--- src/rtl/decode_stage.sv ---
// Decode stage: field split, immediate extension, registered output bundle
// behind valid/ready, and a register scoreboard for RAW/WAW stalls.
module decode_stage #(
  parameter int OPC_W       = 4,
  parameter int REG_W       = 4,
  parameter int INSTR_W     = 16,
  parameter int IMM_W       = 8,
  parameter int RTYPE_LIMIT = 5,
  parameter int BEQ_OPC     = 5,
  parameter int LOAD_OPC    = 6,
  parameter int STORE_OPC   = 7,
  parameter int SIGN_EXT    = 0
) (
  input  logic               clk,
  input  logic               rst,
  input  logic               in_valid,
  output logic               in_ready,
  input  logic [INSTR_W-1:0] instruction,
  output logic               out_valid,
  input  logic               out_ready,
  output logic [OPC_W-1:0]   opcode,
  output logic [REG_W-1:0]   read_reg1,
  output logic [REG_W-1:0]   read_reg2,
  output logic [REG_W-1:0]   write_reg,
  output logic [IMM_W-1:0]   immediate,
  output logic               reg_write,
  output logic               is_rtype,
  input  logic               wb_valid,
  input  logic [REG_W-1:0]   wb_reg,
  input  logic               flush,
  output logic               busy
);

  localparam int NREGS = 2**REG_W;

  if (INSTR_W != OPC_W + 3*REG_W) begin : g_bad_instr_w
    $error("INSTR_W must equal OPC_W + 3*REG_W");
  end
  if (IMM_W < REG_W) begin : g_bad_imm_w
    $error("IMM_W must be >= REG_W");
  end

  logic [OPC_W-1:0]        d_opc;
  logic [REG_W-1:0]        d_rs1;
  logic [REG_W-1:0]        d_rs2;
  logic [REG_W-1:0]        d_low;
  logic signed [REG_W-1:0] d_low_s;
  logic [REG_W-1:0]        d_wr;
  logic [IMM_W-1:0]        d_imm;
  logic                    d_rtype;
  logic                    d_beq;
  logic                    d_load;
  logic                    d_store;
  logic                    d_regw;
  logic                    d_use1;
  logic                    d_use2;

  assign d_opc   = instruction[INSTR_W-1 -: OPC_W];
  assign d_rs1   = instruction[INSTR_W-OPC_W-1 -: REG_W];
  assign d_rs2   = instruction[INSTR_W-OPC_W-REG_W-1 -: REG_W];
  assign d_low   = instruction[REG_W-1:0];
  assign d_low_s = d_low;

  assign d_rtype = int'(d_opc) < RTYPE_LIMIT;
  assign d_beq   = int'(d_opc) == BEQ_OPC;
  assign d_load  = int'(d_opc) == LOAD_OPC;
  assign d_store = int'(d_opc) == STORE_OPC;
  assign d_regw  = ~(d_beq | d_store);
  assign d_use1  = ~d_load;
  assign d_use2  = d_rtype | d_beq | d_load | d_store;
  assign d_wr    = d_rtype ? d_low : d_rs1;

  always_comb begin
    d_imm = '0;
    if (!d_rtype) begin
      if (SIGN_EXT != 0) d_imm = IMM_W'(d_low_s);
      else               d_imm = IMM_W'(d_low);
    end
  end

  logic [NREGS-1:0] sb;
  logic [NREGS-1:0] wb_mask;
  logic [NREGS-1:0] held_mask;
  logic [NREGS-1:0] set_mask;
  logic [NREGS-1:0] blocked;
  logic             hazard;
  logic             accept;
  logic             issue;

  assign wb_mask   = wb_valid ? (NREGS'(1) << wb_reg) : '0;
  assign held_mask = (out_valid & reg_write) ? (NREGS'(1) << write_reg) : '0;
  // A same-cycle writeback releases the stall; the held bundle is not yet
  // in the scoreboard, so its destination blocks separately.
  assign blocked   = (sb & ~wb_mask) | held_mask;

  assign hazard = (d_use1 & blocked[d_rs1])
                | (d_use2 & blocked[d_rs2])
                | (d_regw & blocked[d_wr]);

  assign in_ready = ~rst & ~hazard & (~out_valid | out_ready) & ~flush;
  assign accept   = in_valid & in_ready;
  assign issue    = out_valid & out_ready & ~flush;
  assign set_mask = (issue & reg_write) ? (NREGS'(1) << write_reg) : '0;
  assign busy     = |sb;

  always_ff @(posedge clk) begin
    if (rst) sb <= '0;
    else     sb <= (sb & ~wb_mask) | set_mask;
  end

  always_ff @(posedge clk) begin
    if (rst) begin
      out_valid <= 1'b0;
      opcode    <= '0;
      read_reg1 <= '0;
      read_reg2 <= '0;
      write_reg <= '0;
      immediate <= '0;
      reg_write <= 1'b0;
      is_rtype  <= 1'b0;
    end else if (flush) begin
      out_valid <= 1'b0;
    end else if (accept) begin
      out_valid <= 1'b1;
      opcode    <= d_opc;
      read_reg1 <= d_rs1;
      read_reg2 <= d_rs2;
      write_reg <= d_wr;
      immediate <= d_imm;
      reg_write <= d_regw;
      is_rtype  <= d_rtype;
    end else if (issue) begin
      out_valid <= 1'b0;
    end
  end

endmodule

--- config.mk ---
export PLATFORM = sky130hd
export DESIGN_NAME = decode_stage
export DESIGN_NICKNAME = d
export VERILOG_FILES = /design/src/rtl/decode_stage.sv
export SDC_FILE = /design/constraint.sdc
export NUM_CORES = 1
export LEC_CHECK = 0
export CORE_MARGIN = 3
export CORE_UTILIZATION = 60
export DETAILED_ROUTE_END_ITERATION = 7
export DONT_BUFFER_PORTS = 1
export GPL_TIMING_DRIVEN = 0
export PLACE_DENSITY = 0.76
export SYNTH_ARGS = -nofsm -noshare
export SYNTH_HDL_FRONTEND = slang
export SYNTH_SLANG_ARGS = --single-unit
export TNS_END_PERCENT = 50
--- constraint.sdc ---
create_clock -name clk -period 3.2 [get_ports clk]
set_clock_uncertainty 0.15 [all_clocks]
set_input_delay 0.32 -clock clk [delete_from_list [all_inputs] [get_ports clk]]
set_output_delay 0.32 -clock clk [all_outputs]
set_load 0.01 [all_outputs]
# Word level (Yosys, flattened, before mapping)

Index checks and enable logic that the tools add are counted.
W data, S select, Z words.

Magnitude comparators: 4
Eq/ne operators: 3
Shifts and indexed selects: 2
Mux-type cells: 13
Bitwise operators: 28
Reductions and logical operators: 4

Operators with widths:

| kind                   | count |
|---|---|
| $mux W16               | 3 |
| $or A16 B16 Y16        | 2 |
| $shl A1 B4 Y16 const A | 2 |
| $and A16 B16 Y16       | 1 |
| $not A16 Y16           | 1 |
| $reduce_or A16 Y1      | 1 |
| $lt A4 B5 Y1 const B   | 3 |
| $bmux W1 S4            | 3 |
| $eq A4 B4 Y1 const B   | 3 |
| $and A1 B1 Y1          | 11 |
| $mux W4                | 2 |
| $or A1 B1 Y1           | 7 |
| $not A1 Y1             | 6 |
| $mux W1                | 5 |
| $lt A4 B3 Y1 const B   | 1 |
| $reduce_and A2 Y1      | 1 |
| $reduce_bool A2 Y1     | 1 |
| $reduce_or A2 Y1       | 1 |

Register bits after elaboration: 43
Bits of input ports: 26
Output and inout bits: 29
Word-level logic and storage cells: 63

# Logic depth before layout (Yosys ltp)

Depth in word-level cells: 16
Depth in mapped cells: 11
Depth with buffers taken out: 8

# Worst setup path before layout

No wires, ideal clock.

Path type: input port to flip-flop
Start point: input wb_reg[2]
End point: register read_reg2[0]
Library setup time: 0.121 ns
Data arrival time: 2.407 ns
Required time: 2.929 ns
Path slack: 0.522 ns
Stages on the path: 10
Path buffers: 2
Path through: buf_6 > or3_4 > o21ai_2 > a41o_1 > nand4b_1 > o31ai_1 > nor3_2 > nand3_4 > buf_6 > mux2_4

Cells in the longest elaborated chain, start to end: 16
Elaborated cells between the ends (all ways): 22
Classes of those cells: shift: 1; mux: 7; bitwise: 13; reduce/logical: 1

RTL lines:

| what                             | RTL line | source |
|---|---|---|
| from (decl)                      | 29       | `input logic [REG_W-1:0] wb_reg,` |
| $shl A1 B4 Y16 (*)               | 90       | `assign wb_mask = wb_valid ? (NREGS'(1) << wb_reg) : '0;` |
| $mux W16 (*)                     | 90       |  |
| $not A16 Y16 (*)                 | 94       | `assign blocked = (sb & ~wb_mask) \| held_mask;` |
| $and A16 B16 Y16 (*)             | 94       |  |
| $or A16 B16 Y16 (*)              | 94       |  |
| $bmux W1 S4 (on tied branches)   | 96, 97   |  |
| $mux W1 (on tied branches)       | 96, 97   |  |
| $and A1 B1 Y1 (on tied branches) | 96, 97   |  |
| $or A1 B1 Y1                     | 97       | `\| (d_use2 & blocked[d_rs2])` |
| $or A1 B1 Y1 (*)                 | 98       | `\| (d_regw & blocked[d_wr]);` |
| $not A1 Y1 (*)                   | 100      | `assign in_ready = ~rst & ~hazard & (~out_valid \| out_ready) & ~flush;` |
| $and A1 B1 Y1 (*) (3 in a row)   | 100      |  |
| $and A1 B1 Y1 (*)                | 101      | `assign accept = in_valid & in_ready;` |
| $reduce_and A2 Y1 (no line) (*)  | --       |  |
| to (signal assigned)             | 127      | `read_reg2 <= d_rs2;` |
| to (decl)                        | 23       | `output logic [REG_W-1:0] read_reg2,` |

Every way passes the cells marked *; elsewhere a longest branch is shown, timed or not. The select of a mux whose other input is x is not followed.
A chain may end at the register's enable or synchronous reset.

# Worst setup path after layout

Start point: register write_reg[1]
End point: register read_reg2[0]

Cells in the longest elaborated chain, start to end: 14
Elaborated cells between the ends (all ways): 20
Classes of those cells: shift: 1; mux: 7; bitwise: 11; reduce/logical: 1

RTL lines:

| what                             | RTL line | source |
|---|---|---|
| from (decl)                      | 24       | `output logic [REG_W-1:0] write_reg,` |
| from (signal assigned)           | 128      | `write_reg <= d_wr;` |
| $shl A1 B4 Y16 (*)               | 91       | `assign held_mask = (out_valid & reg_write) ? (NREGS'(1) << write_reg) : '0;` |
| $mux W16 (*)                     | 91       |  |
| $or A16 B16 Y16 (*)              | 94       |  |
| $bmux W1 S4 (on tied branches)   | 96, 97   |  |
| $mux W1 (on tied branches)       | 96, 97   |  |
| $and A1 B1 Y1 (on tied branches) | 96, 97   |  |
| $or A1 B1 Y1                     | 97       |  |
| $or A1 B1 Y1 (*)                 | 98       |  |
| $not A1 Y1 (*)                   | 100      |  |
| $and A1 B1 Y1 (*) (3 in a row)   | 100      |  |
| $and A1 B1 Y1 (*)                | 101      |  |
| $reduce_and A2 Y1 (no line) (*)  | --       |  |

Marked as above.

==> summary.md <==
| Metric | Value |
|---|---|
| Layout cells sized above 1 | `15.9%` |
| Final slew viol count | `0` |
| Post-Route WL | `8.37 mm` |
| Critical Path AT | `3.16 ns` |
| Site Rows | `23` |
| Initial antenna violation count | `0` |
| Worst Hold Class | `input port to flip-flop` |
| First-pass GRT wire length | `13.0 mm` |
| CP Capture Type | `flip-flop` |
| Cell taking the most area after synthesis | `dfxtp_1` |
| Vias after detailed routing | `2831` |
| Final hold vios | `0` |
| Lkg Pwr | `1.15 nW` |
| Period utilisation layout | `97.4%` |
| F_max | `321 MHz` |
| N_diodes | `0` |
| Synth Area in Compound Gates | `22.7%` |
| VDD IR-drop max | `0.325 mV` |
| 1st-iter DRT viols | `538` |
| Hold WS | `0.00583 ns` |
| Max_cap viols | `0` |
| Largest family of logic cells by synthesized area | `simple AND/OR/NAND/NOR gates` |
| Clk sinks | `39` |
| Clk slew on worst S/H paths | `0.09 ns` |
| Yosys cell types | `63` |
| #FFs+latches synth | `39` |
| Crit Path Class | `flip-flop to flip-flop` |
| Syn avg cell area | `8.07 µm²` |
| Gpl congestion | `1.02` |
| Cells after synthesis | `330` |
| Area grow syn2layout | `10.4%` |
| Multi-input gate area | `1770 µm²` |
| Core Area | `4140 µm²` |
| Die height | `72.6 µm` |
| Count of final setup violators | `0` |
| Via density | `7.13` |
| Port Buffers | `0` |
| Main synth FF type | `dfxtp_1` |
| Yosys top cell area share | `29.3%` |
| FF+latch area | `781 µm²` |
| RSZ-0062 raised after global routing | `no` |
| H-tree depth | `2` |
| Post-synthesis sequential area ratio | `29.3%` |
| Fill cell count | `349` |
| Root Buffer | `clkbuf_8` |
| Synth Cell Area | `2660 µm²` |
| Simple-Gate Fraction of Synth Area | `34.3%` |
| Top post-synthesis cells by count | `nand2_1 (48), dfxtp_1 (39), a21oi_1 (19)` |
| Adder-cell share of the synthesized area | `0%` |
| Post-synth EDFFs | `0` |
| Cell area after layout | `2940 µm²` |
| Vias in the first global route | `2549` |
| DRC errors left | `0` |
| Die area | `5270 µm²` |
| Post-DP HPWL | `6.22 mm` |
| TritonCTS clock tree | `done` |
| Clk buf depth | `2` |
| Cell Pwr Density | `419 nW/µm²` |
| Mux contribution to synthesized area | `8.22%` |
| Ranking of synthesized cells by area | `dfxtp_1 (29%), nand2_1 (6.8%), mux2i_1 (4.1%)` |
| Worst relative slew slack | `54.0%` |
| CTS buffer count | `5` |
| Most frequent cell after synthesis | `nand2_1` |
| Tmin final | `3.12 ns` |
| Remaining antenna violation count | `0` |
| Final nets | `372` |
| Max reg flops | `16` |
| Grt total ovfl | `0` |
| Initial Util | `64.3%` |
| Status | `complete, no violations` |
| CP required | `3.24 ns` |
| Die width | `72.6 µm` |
| Dpl cell area | `2740 µm²` |
| Clk Latency, worst-skew pair | `0.30 ns` |
| DRT Pass-1 Iters | `7` |
| Largest net degree at the start of global routing | `14` |
| Tightest Pin Transition | `0.684 ns` |
| Crit start category | `flip-flop` |
| Worst-path maximum fanout | `10` |
| Total track usage | `31.9%` |
| Wire per inst | `21.1 µm` |
| XOR/XNOR share of the synthesized area | `0%` |
| Register name with the most flops | `sb` |
| YS warnings | `0` |
| Ys async rst share | `0%` |
| IO Count | `55` |
cell usage in the layout (no fill, tap or decap), types with 3 or more instances in the layout:
cell type / Yosys / routed
clkbuf_8: 0 / 5
a311oi_1: 5 / 5
o31ai_1: 3 / 3
clkbuf_1: 14 / 11
buf_4: 5 / 11
mux2i_1: 11 / 11
and3b_1: 4 / 4
o31ai_2: 6 / 6
nor3_1: 6 / 6
o21ai_0: 4 / 4
a21oi_1: 19 / 19
nand3_1: 18 / 18
nor4_1: 6 / 6
conb_1: 1 / 4
nor2b_1: 13 / 13
nand2_1: 48 / 48
mux2_2: 7 / 7
nand4_1: 17 / 17
o2111ai_1: 3 / 3
o211ai_1: 6 / 6
and4b_1: 3 / 3
nand3b_1: 3 / 3
nor2_1: 10 / 10
inv_1: 4 / 4
a31oi_1: 9 / 9
dfxtp_1: 39 / 39
nand4b_1: 3 / 3
o21ai_1: 4 / 4
nand2b_1: 13 / 13
path summary, 6_finish.rpt:
path / start / endpoint / slack, ns / cells after the start
hold reg to reg: immediate[0]$_SDFFE_PP0P_ / immediate[0]$_SDFFE_PP0P_ / 0.38 / 2
setup / recovery: write_reg[1]$_SDFFE_PP0P_ / read_reg2[0]$_SDFFE_PP0P_ / 0.08 / 9
hold / removal: instruction[1] / immediate[1]$_SDFFE_PP0P_ / 0.006 / 2
setup reg to reg: write_reg[1]$_SDFFE_PP0P_ / read_reg2[0]$_SDFFE_PP0P_ / 0.08 / 9
area by class of cell:
cell class,count,share of cell area (%)
clock buffer,5,2.34
sequential,39,26.6
tap,50,2.13
inverter,5,0.638
clock inverter,3,2.30
timing repair buffer,7,1.87
buffer,22,4.13
multi-input combinational,266,60.0
worst max-delay path: stages, from the launching register on:
cell and delay (ns):
dfxtp_1 0.38, nor2_1 0.54, nand2_1 0.23, and4b_1 0.28
o41ai_2 0.45, nor4_4 0.13, buf_4 0.19, nand3_4 0.15
buf_6 0.20, mux2_4 0.31
where the power goes:
group	internal, mW	switching, mW
clock	0.311	0.185
combinational	0.0882	0.128
sequential	0.500	0.0187
total	0.899	0.332
timing repair:
action | in CTS | in global routing
setup endpoints to repair | 1 | 1
buffers inserted | 1 | 5
hold buffers | 1 | 0
resized for setup | 2 | 4
hold endpoints to repair | 1 | 0
pin swaps | 1 | 1
cells by family (layout without fill, tap and decap cells):
kind of cell,count (synthesis),count (layout)
AOI/OAI and AO/OA,82,82
buffers and inverters,28,42
DFF,39,39
muxes,20,20
other,1,4
and+or+nand+nor,160,160
layer usage:
layer,global-route usage (%),part of all wire (%),up-vias
met1,43.2,39,1269
met5,0,0,-
li1,-,-,1268
met3,11.3,15,45
met4,9.02,3.3,0
met2,47.8,43,249
through the flow:
step	setup WS, ns	setup TNS, ns	power [mW]	utilization (%)	std cells
after global routing	0.0298	0	1.27	71.0	397
final	0.0817	0	1.23	71.0	397
after floorplan	0.522	0	0.676	-	333
after global placement	-0.0755	-0.0755	0.715	66.0	383
after CTS	0.104	0	1.21	70.1	393
after detailed placement	-0.0706	-0.0706	0.718	66.0	383
No activity file was read; power rests on OpenSTA's default activity.
